[src/rtl/vdc_pkg.sv]
// Shared VDC VRAM-port types: pointer increment steps, read-return tags, arbiter grants.
// No logic; widths here are the defaults used by vram_access_ctrl.
package vdc_pkg;

   localparam int AW     = 16;
   localparam int RAM_AW = 15;
   localparam int DW     = 16;

   typedef enum logic [1:0] {
      INC_1   = 2'd0,
      INC_32  = 2'd1,
      INC_64  = 2'd2,
      INC_128 = 2'd3
   } inc_step_t;

   typedef enum logic [1:0] {
      TAG_NONE  = 2'd0,
      TAG_FETCH = 2'd1,
      TAG_CPU   = 2'd2
   } vram_tag_t;

   typedef enum logic [1:0] {
      GNT_NONE  = 2'd0,
      GNT_FETCH = 2'd1,
      GNT_WR    = 2'd2,
      GNT_RD    = 2'd3
   } vram_gnt_t;

   // Narrow return keeps the helper independent of the pointer width.
   function automatic logic [7:0] inc_amount(input inc_step_t step);
      case (step)
         INC_32:  return 8'd32;
         INC_64:  return 8'd64;
         INC_128: return 8'd128;
         default: return 8'd1;
      endcase
   endfunction

endpackage

[src/rtl/vram_arb.sv]
// Fixed-priority VRAM port arbiter: display fetch > CPU write > CPU read, one grant per cycle.
// Combinational, zero latency; losing requesters simply stay pending.
module vram_arb
   import vdc_pkg::*;
(
   input  logic      fetch_req,
   input  logic      wr_req,
   input  logic      rd_req,
   output vram_gnt_t gnt
);

   always_comb begin
      gnt = GNT_NONE;
      if (fetch_req) begin
         gnt = GNT_FETCH;
      end else if (wr_req) begin
         gnt = GNT_WR;
      end else if (rd_req) begin
         gnt = GNT_RD;
      end
   end

endmodule

[src/rtl/vram_access_ctrl.sv]
// HuC6270 VRAM port owner: MAWR/MARR pointers, VRR latch, fetch/CPU arbitration, read-data return routing.
// Address issued in the grant cycle, data returned 1 cycle later; CPU strobes ignored while cpu_busy.
module vram_access_ctrl #(
   parameter int AW     = vdc_pkg::AW,
   parameter int RAM_AW = vdc_pkg::RAM_AW,
   parameter int DW     = vdc_pkg::DW
) (
   input  logic              clock,
   input  logic              reset,
   input  logic              mawr_wr,
   input  logic              marr_wr,
   input  logic [AW-1:0]     addr_in,
   input  logic [1:0]        inc_sel,
   input  logic              vwr_wr,
   input  logic [DW-1:0]     vwr_data,
   input  logic              vrr_rd,
   output logic [DW-1:0]     vrr_data,
   output logic              cpu_busy,
   input  logic              fetch_req,
   input  logic [AW-1:0]     fetch_addr,
   output logic [DW-1:0]     fetch_data,
   output logic              fetch_valid,
   output logic [RAM_AW-1:0] vram_ma,
   output logic              vram_we,
   output logic [DW-1:0]     vram_wdata,
   input  logic [DW-1:0]     vram_rdata
);

   import vdc_pkg::*;

   logic [AW-1:0] mawr;
   logic [AW-1:0] marr;
   logic [AW-1:0] wr_addr;
   logic [DW-1:0] wr_dat;
   logic          wr_pend;
   logic          rd_pend;
   logic [DW-1:0] vrr_q;
   logic [DW-1:0] fetch_hold_dat;
   vram_tag_t     tag;
   logic          ret_unmapped;

   logic [AW-1:0] inc;
   logic          vwr_ok;
   logic          vrr_ok;
   vram_gnt_t     gnt;
   logic [AW-1:0] gnt_addr;
   logic          gnt_mapped;
   logic [DW-1:0] ret_dat;

   assign inc    = AW'(inc_amount(inc_step_t'(inc_sel)));
   assign vwr_ok = vwr_wr & ~cpu_busy;
   assign vrr_ok = vrr_rd & ~cpu_busy;

   // Requests are masked during reset so a pending write cannot reach the pins in the reset cycle.
   vram_arb u_arb (
      .fetch_req (fetch_req & ~reset),
      .wr_req    (wr_pend & ~reset),
      .rd_req    (rd_pend & ~reset),
      .gnt       (gnt)
   );

   always_comb begin
      gnt_addr = '0;
      case (gnt)
         GNT_FETCH: gnt_addr = fetch_addr;
         GNT_WR:    gnt_addr = wr_addr;
         GNT_RD:    gnt_addr = marr;
         default:   gnt_addr = '0;
      endcase
   end

   assign gnt_mapped = ~|gnt_addr[AW-1:RAM_AW];
   assign vram_ma    = gnt_addr[RAM_AW-1:0];
   assign vram_we    = (gnt == GNT_WR) & gnt_mapped;
   assign vram_wdata = (gnt == GNT_WR) ? wr_dat : '0;

   assign ret_dat     = ret_unmapped ? '0 : vram_rdata;
   assign fetch_valid = (tag == TAG_FETCH) & ~reset;
   assign fetch_data  = fetch_valid ? ret_dat : fetch_hold_dat;
   assign vrr_data    = vrr_q;
   assign cpu_busy    = wr_pend | rd_pend | (tag == TAG_CPU);

   always_ff @(posedge clock) begin
      if (reset) begin
         mawr           <= '0;
         marr           <= '0;
         wr_addr        <= '0;
         wr_dat         <= '0;
         wr_pend        <= 1'b0;
         rd_pend        <= 1'b0;
         vrr_q          <= '0;
         fetch_hold_dat <= '0;
         tag            <= TAG_NONE;
         ret_unmapped   <= 1'b0;
      end else begin
         if (mawr_wr) begin
            mawr <= addr_in;
         end else if (vwr_ok) begin
            mawr <= mawr + inc;
         end

         if (vwr_ok) begin
            wr_addr <= mawr;
            wr_dat  <= vwr_data;
            wr_pend <= 1'b1;
         end else if (gnt == GNT_WR) begin
            wr_pend <= 1'b0;
         end

         // A MARR load restarts the prefetch even when a read is already in flight.
         if (marr_wr) begin
            marr    <= addr_in;
            rd_pend <= 1'b1;
         end else if (vrr_ok) begin
            marr    <= marr + inc;
            rd_pend <= 1'b1;
         end else if (gnt == GNT_RD) begin
            rd_pend <= 1'b0;
         end

         case (gnt)
            GNT_FETCH: tag <= TAG_FETCH;
            GNT_RD:    tag <= TAG_CPU;
            default:   tag <= TAG_NONE;
         endcase
         ret_unmapped <= ~gnt_mapped;

         if (tag == TAG_FETCH) begin
            fetch_hold_dat <= ret_dat;
         end
         // rd_pend still set on return means a newer MARR load superseded this read.
         if ((tag == TAG_CPU) && !rd_pend) begin
            vrr_q <= ret_dat;
         end
      end
   end

endmodule

[config.mk]
export PLATFORM = sky130hd
export DESIGN_NAME = vram_access_ctrl
export DESIGN_NICKNAME = d
export VERILOG_FILES = /design/src/rtl/vdc_pkg.sv /design/src/rtl/vram_arb.sv /design/src/rtl/vram_access_ctrl.sv
export SDC_FILE = /design/constraint.sdc
export NUM_CORES = 1
export LEC_CHECK = 0
export ABC_AREA = 1
export CORE_MARGIN = 2
export CORE_UTILIZATION = 25
export DETAILED_ROUTE_END_ITERATION = 8
export HOLD_SLACK_MARGIN = 0.02
export PLACE_DENSITY = 0.53
export SYNTH_ARGS = -nofsm -noshare
export SYNTH_HDL_FRONTEND = slang
export SYNTH_SLANG_ARGS = --single-unit
[constraint.sdc]
create_clock -name clock -period 1.9 [get_ports clock]
set_clock_uncertainty 0.1 [all_clocks]
set_input_delay 0.285 -clock clock [delete_from_list [all_inputs] [get_ports clock]]
set_output_delay 0.285 -clock clock [all_outputs]
set_load 0.05 [all_outputs]
-- Word level (Yosys, flattened, before mapping)
Index checks and enable logic that the tools add are counted.
- flip-flop bits (word level): 101
- bits of input ports: 73
- output and inout bits: 66
- logic and storage cells: 56
- $add $sub $neg: 2
- equality and inequality tests: 8
- multiplexer cells: 18
- bitwise logic cells: 11
- reduce and logical (&&, ||, !) cells: 7
- operators with widths (cell ; number):
    two-way mux 16 bit ; 7
    one-hot mux 16 bit (3 select lines) ; 1
    adder 16 x 8 -> 16 bit ; 2
    one-hot mux 8 bit (3 select lines) ; 1
    == test 2 bit, second input constant ; 5
    bitwise AND 1 bit ; 7
    == test 2 x 1 -> 1 bit, second input constant ; 3
    two-way mux 2 bit ; 3
    nonzero test 2 bit ; 3
    two-way mux 1 bit ; 5
    one-hot mux 2 bit (2 select lines) ; 1
    nonzero test 3 bit ; 1
    logical NOT 1 bit ; 2
    NOT 1 bit ; 2
    OR 1 bit ; 2
    logical AND 1 bit ; 1

-- Logic depth before layout (Yosys ltp)
- depth in word-level cells: 9
- mapped depth: 14
- gate-level depth less buffers: 13

-- By module
Synthesis repeated with hierarchy kept, for this count alone.
- cell total of the unflattened synthesis: 786
- area total of the unflattened synthesis: 5365.1 µm²
- modules (own cells, without submodules) (module ; instances ; cells each ; area an instance (µm²) ; seq. area each (µm²)):
    vram_access_ctrl ; 1 ; 780 ; 5342.6 ; 2021.9
    vram_arb ; 1 ; 6 ; 22.5 ; 0.0

-- Worst setup path before layout
No wires, ideal clock.
- path type: register -> output
- start point: register tag[0]
- end point: output port fetch_data[10]
- arrival time: 2.003 ns
- required time: 1.515 ns
- path slack: -0.488 ns
- cell stages (with the launch flop): 5
- path buffers: 1
- cell sequence: dfxtp_1 -> inv_1 -> nor3_2 -> clkbuf_1 -> o21ai_0
- longest elaborated chain between the ends: 3
- ends and longest elaborated chain (what ; RTL line ; RTL):
    start: declaration ; vram_access_ctrl.sv:39 ; vram_tag_t tag;
    start signal: assignment ; vram_access_ctrl.sv:93 ; tag <= TAG_NONE;
    start signal: assignment ; vram_access_ctrl.sv:122 ; GNT_FETCH: tag <= TAG_FETCH;
    start signal: assignment ; vram_access_ctrl.sv:123 ; GNT_RD: tag <= TAG_CPU;
    == test 2 x 1 -> 1 bit ; vram_access_ctrl.sv:78 ; assign fetch_valid = (tag == TAG_FETCH) & ~reset;
    bitwise AND 1 bit ; vram_access_ctrl.sv:78 ;
    net fetch_valid ; vram_access_ctrl.sv:22 ; output logic fetch_valid,
    two-way mux 16 bit ; vram_access_ctrl.sv:79 ; assign fetch_data = fetch_valid ? ret_dat : fetch_hold_dat;
    end: declaration ; vram_access_ctrl.sv:21 ; output logic [DW-1:0] fetch_data,
The timed path passes the listed nets, and every way through them passes these cells.

-- Worst setup path after layout
- start point: register wr_pend
- end point: output port vram_ma[8]
- longest elaborated chain between the ends: 5
- elaborated cells on any way between the ends: 7
- those cells by class: 3 x eq/ne; 3 x mux; 1 x bitwise
- ends and longest elaborated chain (what ; RTL line ; RTL):
    start: declaration ; vram_access_ctrl.sv:35 ; logic wr_pend;
    start signal: assignment ; vram_access_ctrl.sv:89 ; wr_pend <= 1'b0;
    start signal: assignment ; vram_access_ctrl.sv:105 ; wr_pend <= 1'b1;
    start signal: assignment ; vram_access_ctrl.sv:107 ; wr_pend <= 1'b0;
    bitwise AND 1 bit (*) ; vram_access_ctrl.sv:57 ; .wr_req (wr_pend & ~reset),
    two-way mux 2 bit (*) ; vram_arb.sv:16 ; end else if (wr_req) begin
    two-way mux 2 bit (*) ; vram_arb.sv:14 ; if (fetch_req) begin
    == test 2 bit or == test 2 x 1 -> 1 bit (tied branches) ; vram_access_ctrl.sv:64 ; case (gnt)
    one-hot mux 16 bit (3 select lines) (*) ; vram_access_ctrl.sv:64 ;
    end: declaration ; vram_access_ctrl.sv:23 ; output logic [RAM_AW-1:0] vram_ma,
Mark *: on every way between the ends. The rest lies on a longest branch, timed or not.

==> metrics.md <==
| Metric | Value |
|---|---|
| Synthesized area per cell | 6.90 um^2 |
| # diodes | 0 |
| Max Cap Viol | 0 |
| Leak pwr | 3.75 nW |
| Die Width | 151 um |
| Clock tree sinks | 101 |
| Asr flop ratio synth | 0% |
| Seq/Total Area, Yosys | 37.5% |
| Rows | 53 |
| Routability cong. | 0.842 |
| Setup WS post-layout | -118 ps |
| Hold slack | 158 ps |
| EDFF count, synth | 0 |
| Fin. max-slew vios | 0 |
| TritonRoute pass-1 iters | 6 |
| Synthesized instance count | 781 |
| Largest net degree at the start of global routing | 46 |
| Startpoint types | flip-flop |
| Drt initial violations | 317 |
| Crit Path Class | reg -> out |
| Peak Freq | 496 MHz |
| Die ar. | 22700 um^2 |
| Initial Utilization | 25.6% |
| Worst Path Arrival | 1630 ps |
| Clock latency on the worst-skew pair | 350 ps |
| Root Driver | clkbuf_16 |
| Clk slew on worst S/H paths | 70 ps |
| CP max FO | 7 |
| First-pass GRT wire length | 28.6 mm |
| Fin Setup TNS | -2610 ps |
| Hold Buf Count CTS | 0 |
| Failing checks | setup timing |
| Worst r2r dst | wr_addr[15]$_SDFFE_PP0P_ |
| Initial antenna violation count | 0 |
| Netlist cell types | 37 |
| Predominant post-synthesis flop cell | dfxtp_1 |
| Number of cells on the worst reg-to-reg path | 6 |
| Peak VDD IR | 0.311 mV |
| Drt wl/cell | 14.8 um |
| Seq cells post-synth | 101 |
| CTS tree | yes |
| Syn Nets | 860 |
| Drc violations | 0 |
| RSZ-0062 raised after global routing | yes |
| Grt total ovfl | 0 |
| Synth warn | 0 |
| Vias in the first global route | 5592 |
| Final Setup Violations | 33 |
| Final ANT Viol Nets | 0 |
| Fin crit share | 106% |
| Worst Hold Launch | fetch_req |
| Req. time, crit path | 1510 ps |
| Hold endpoint | wr_pend$_SDFFE_PP0P_ |
| Cts bufs inserted | 9 |
| Cell Pwr Density | 674 nW/um^2 |
| P&R area growth vs syn | 65.3% |
| Max-Slew Margin vs Limit | 60.8% |
| Die height | 151 um |
| NumNets Final | 1048 |
| Slew @ Worst Pin | 587 ps |
| H-tree levels | 3 |
| Layout cell share with drive strength beyond 1 | 27.7% |
| Final HPWL DP | 13.2 mm |
| Port-buffer cells | 138 |
| Critical Path End Type | output port |
| Hold Path Class | in -> reg |
| Critical R2R Launch | wr_pend$_SDFFE_PP0P_ |
| Post-synthesis cell area | 5390 um^2 |
| Finished Cell Area | 8910 um^2 |
| Final WL | 18.5 mm |
| Min Clock Period, post-route | 2020 ps |
| Deepest clock path buffer count | 2 |
| Core Region | 21100 um^2 |
| Via density | 4.62 |
| I/O pin count | 139 |
| Total GRT Usage | 16.2% |
| Worst reg2reg setup slack | 150 ps |
| DP Area | 7500 um^2 |
| Routed via count | 5768 |
| Status | finished, violations left |
| Worst Hold Depth | 3 |
| Endpoints failing hold | 0 |
synthesized netlist by cell type (9+ instances only):
library cell	instances	share of area, %
inv_1	124	8.6
nand2_1	134	9.3
a31oi_1	12	1.4
nor2_1	58	4.0
buf_2	10	0.93
o221ai_1	13	2.1
o31ai_1	16	2.2
o22ai_1	16	1.9
a21oi_1	67	6.2
buf_4	18	2.5
dfxtp_1	101	38
nand2_2	9	1.0
nand3_1	48	4.5
o21ai_0	62	5.8
clkbuf_1	21	1.5
cells by family after synthesis:
family | count (synthesis) | synth area share (%)
fa+ha+maj | 6 | 1.39
buf+inv | 185 | 14.5
compound gates | 195 | 20.7
simple gates | 282 | 23.8
xor+xnor | 12 | 2.09
flops | 101 | 37.5
area by class of cell:
type	instances	area, um^2
inverter	134	505
clock buffer	11	243
sequential	101	2030
tap	275	344
fill	2138	12200
clock inverter	5	108
timing repair buffer	228	2440
multi-input combinational	495	3240
timing repair:
action | 4_1_cts | 5_1_grt
resized for setup | 123 | 59
cloned | 2 | 0
endpoints found under the setup margin | 61 | 62
buffers inserted | 24 | 4
pin swaps | 6 | 4
per-stage QoR:
stage	utilization, %	cells	setup slack [ps]	power [mW]
floorplan	-	781	-187	3.07
global placement	35.6	1208	-478	3.65
detailed placement	35.6	1208	-484	3.66
CTS	41.5	1249	-211	6.05
global route	42.2	1249	-189	6.29
finish	42.2	1249	-118	6.00
worst max path at each step:
stage | from | to | cells after the start
2_1_floorplan | tag[0]$_SDFF_PP0_ | fetch_data[0] | 4
3_5_place_dp | inc_sel[1] | mawr[8]$_SDFFE_PP0P_ | 13
3_3_place_gp | inc_sel[1] | mawr[8]$_SDFFE_PP0P_ | 13
5_1_grt | tag[0]$_SDFF_PP0_ | fetch_data[2] | 7
6_report | wr_pend$_SDFFE_PP0P_ | vram_ma[8] | 5
4_1_cts | rd_pend$_SDFFE_PP0P_ | vram_we | 7
power breakdown:
group	switching (mW)	total (mW)	internal, mW
Combinational	0.841	1.48	0.639
Sequential	0.0751	2.33	2.25
Clock	0.865	2.20	1.33
cells in the final DEF (no fill, tap or decap), types with 27 or more instances in the layout:
cell	Yosys	layout
buf_6	1	27
inv_1	124	122
clkdlybuf4s50_1	0	69
nand3_1	48	38
o21ai_0	62	46
buf_4	18	87
nand2_1	134	126
nor2_1	58	45
buf_12	0	29
a21oi_1	67	66
dfxtp_1	101	96
worst max-delay path, cell delays in order (launching register included):
cell,delay [ps]
dfxtp_4,370
nor4_4,280
inv_4,120
buf_12,170
o221ai_4,150
buf_6,190
state kept, by name (all words and copies together) (netlist names):
signal	cells
mawr	16
ret_unmapped	1
marr	16
wr_pend	1
fetch_hold_dat	16
wr_dat	16
wr_addr	16
tag	2
rd_pend	1
vrr_data	16
per-layer routing:
layer / up-vias / routed length, um / part of all wire [%] / global-route usage (%)
met1: 2637 / 8260 / 45 / 21.0
met3: 26 / 1100 / 5.9 / 2.32
met2: 177 / 8720 / 47 / 27.5
met4: 0 / 378 / 2.0 / 5.79
met5: - / 0 / 0 / 0
li1: 2928 / - / - / -
Note: power is estimated with default switching activity, not from simulation.
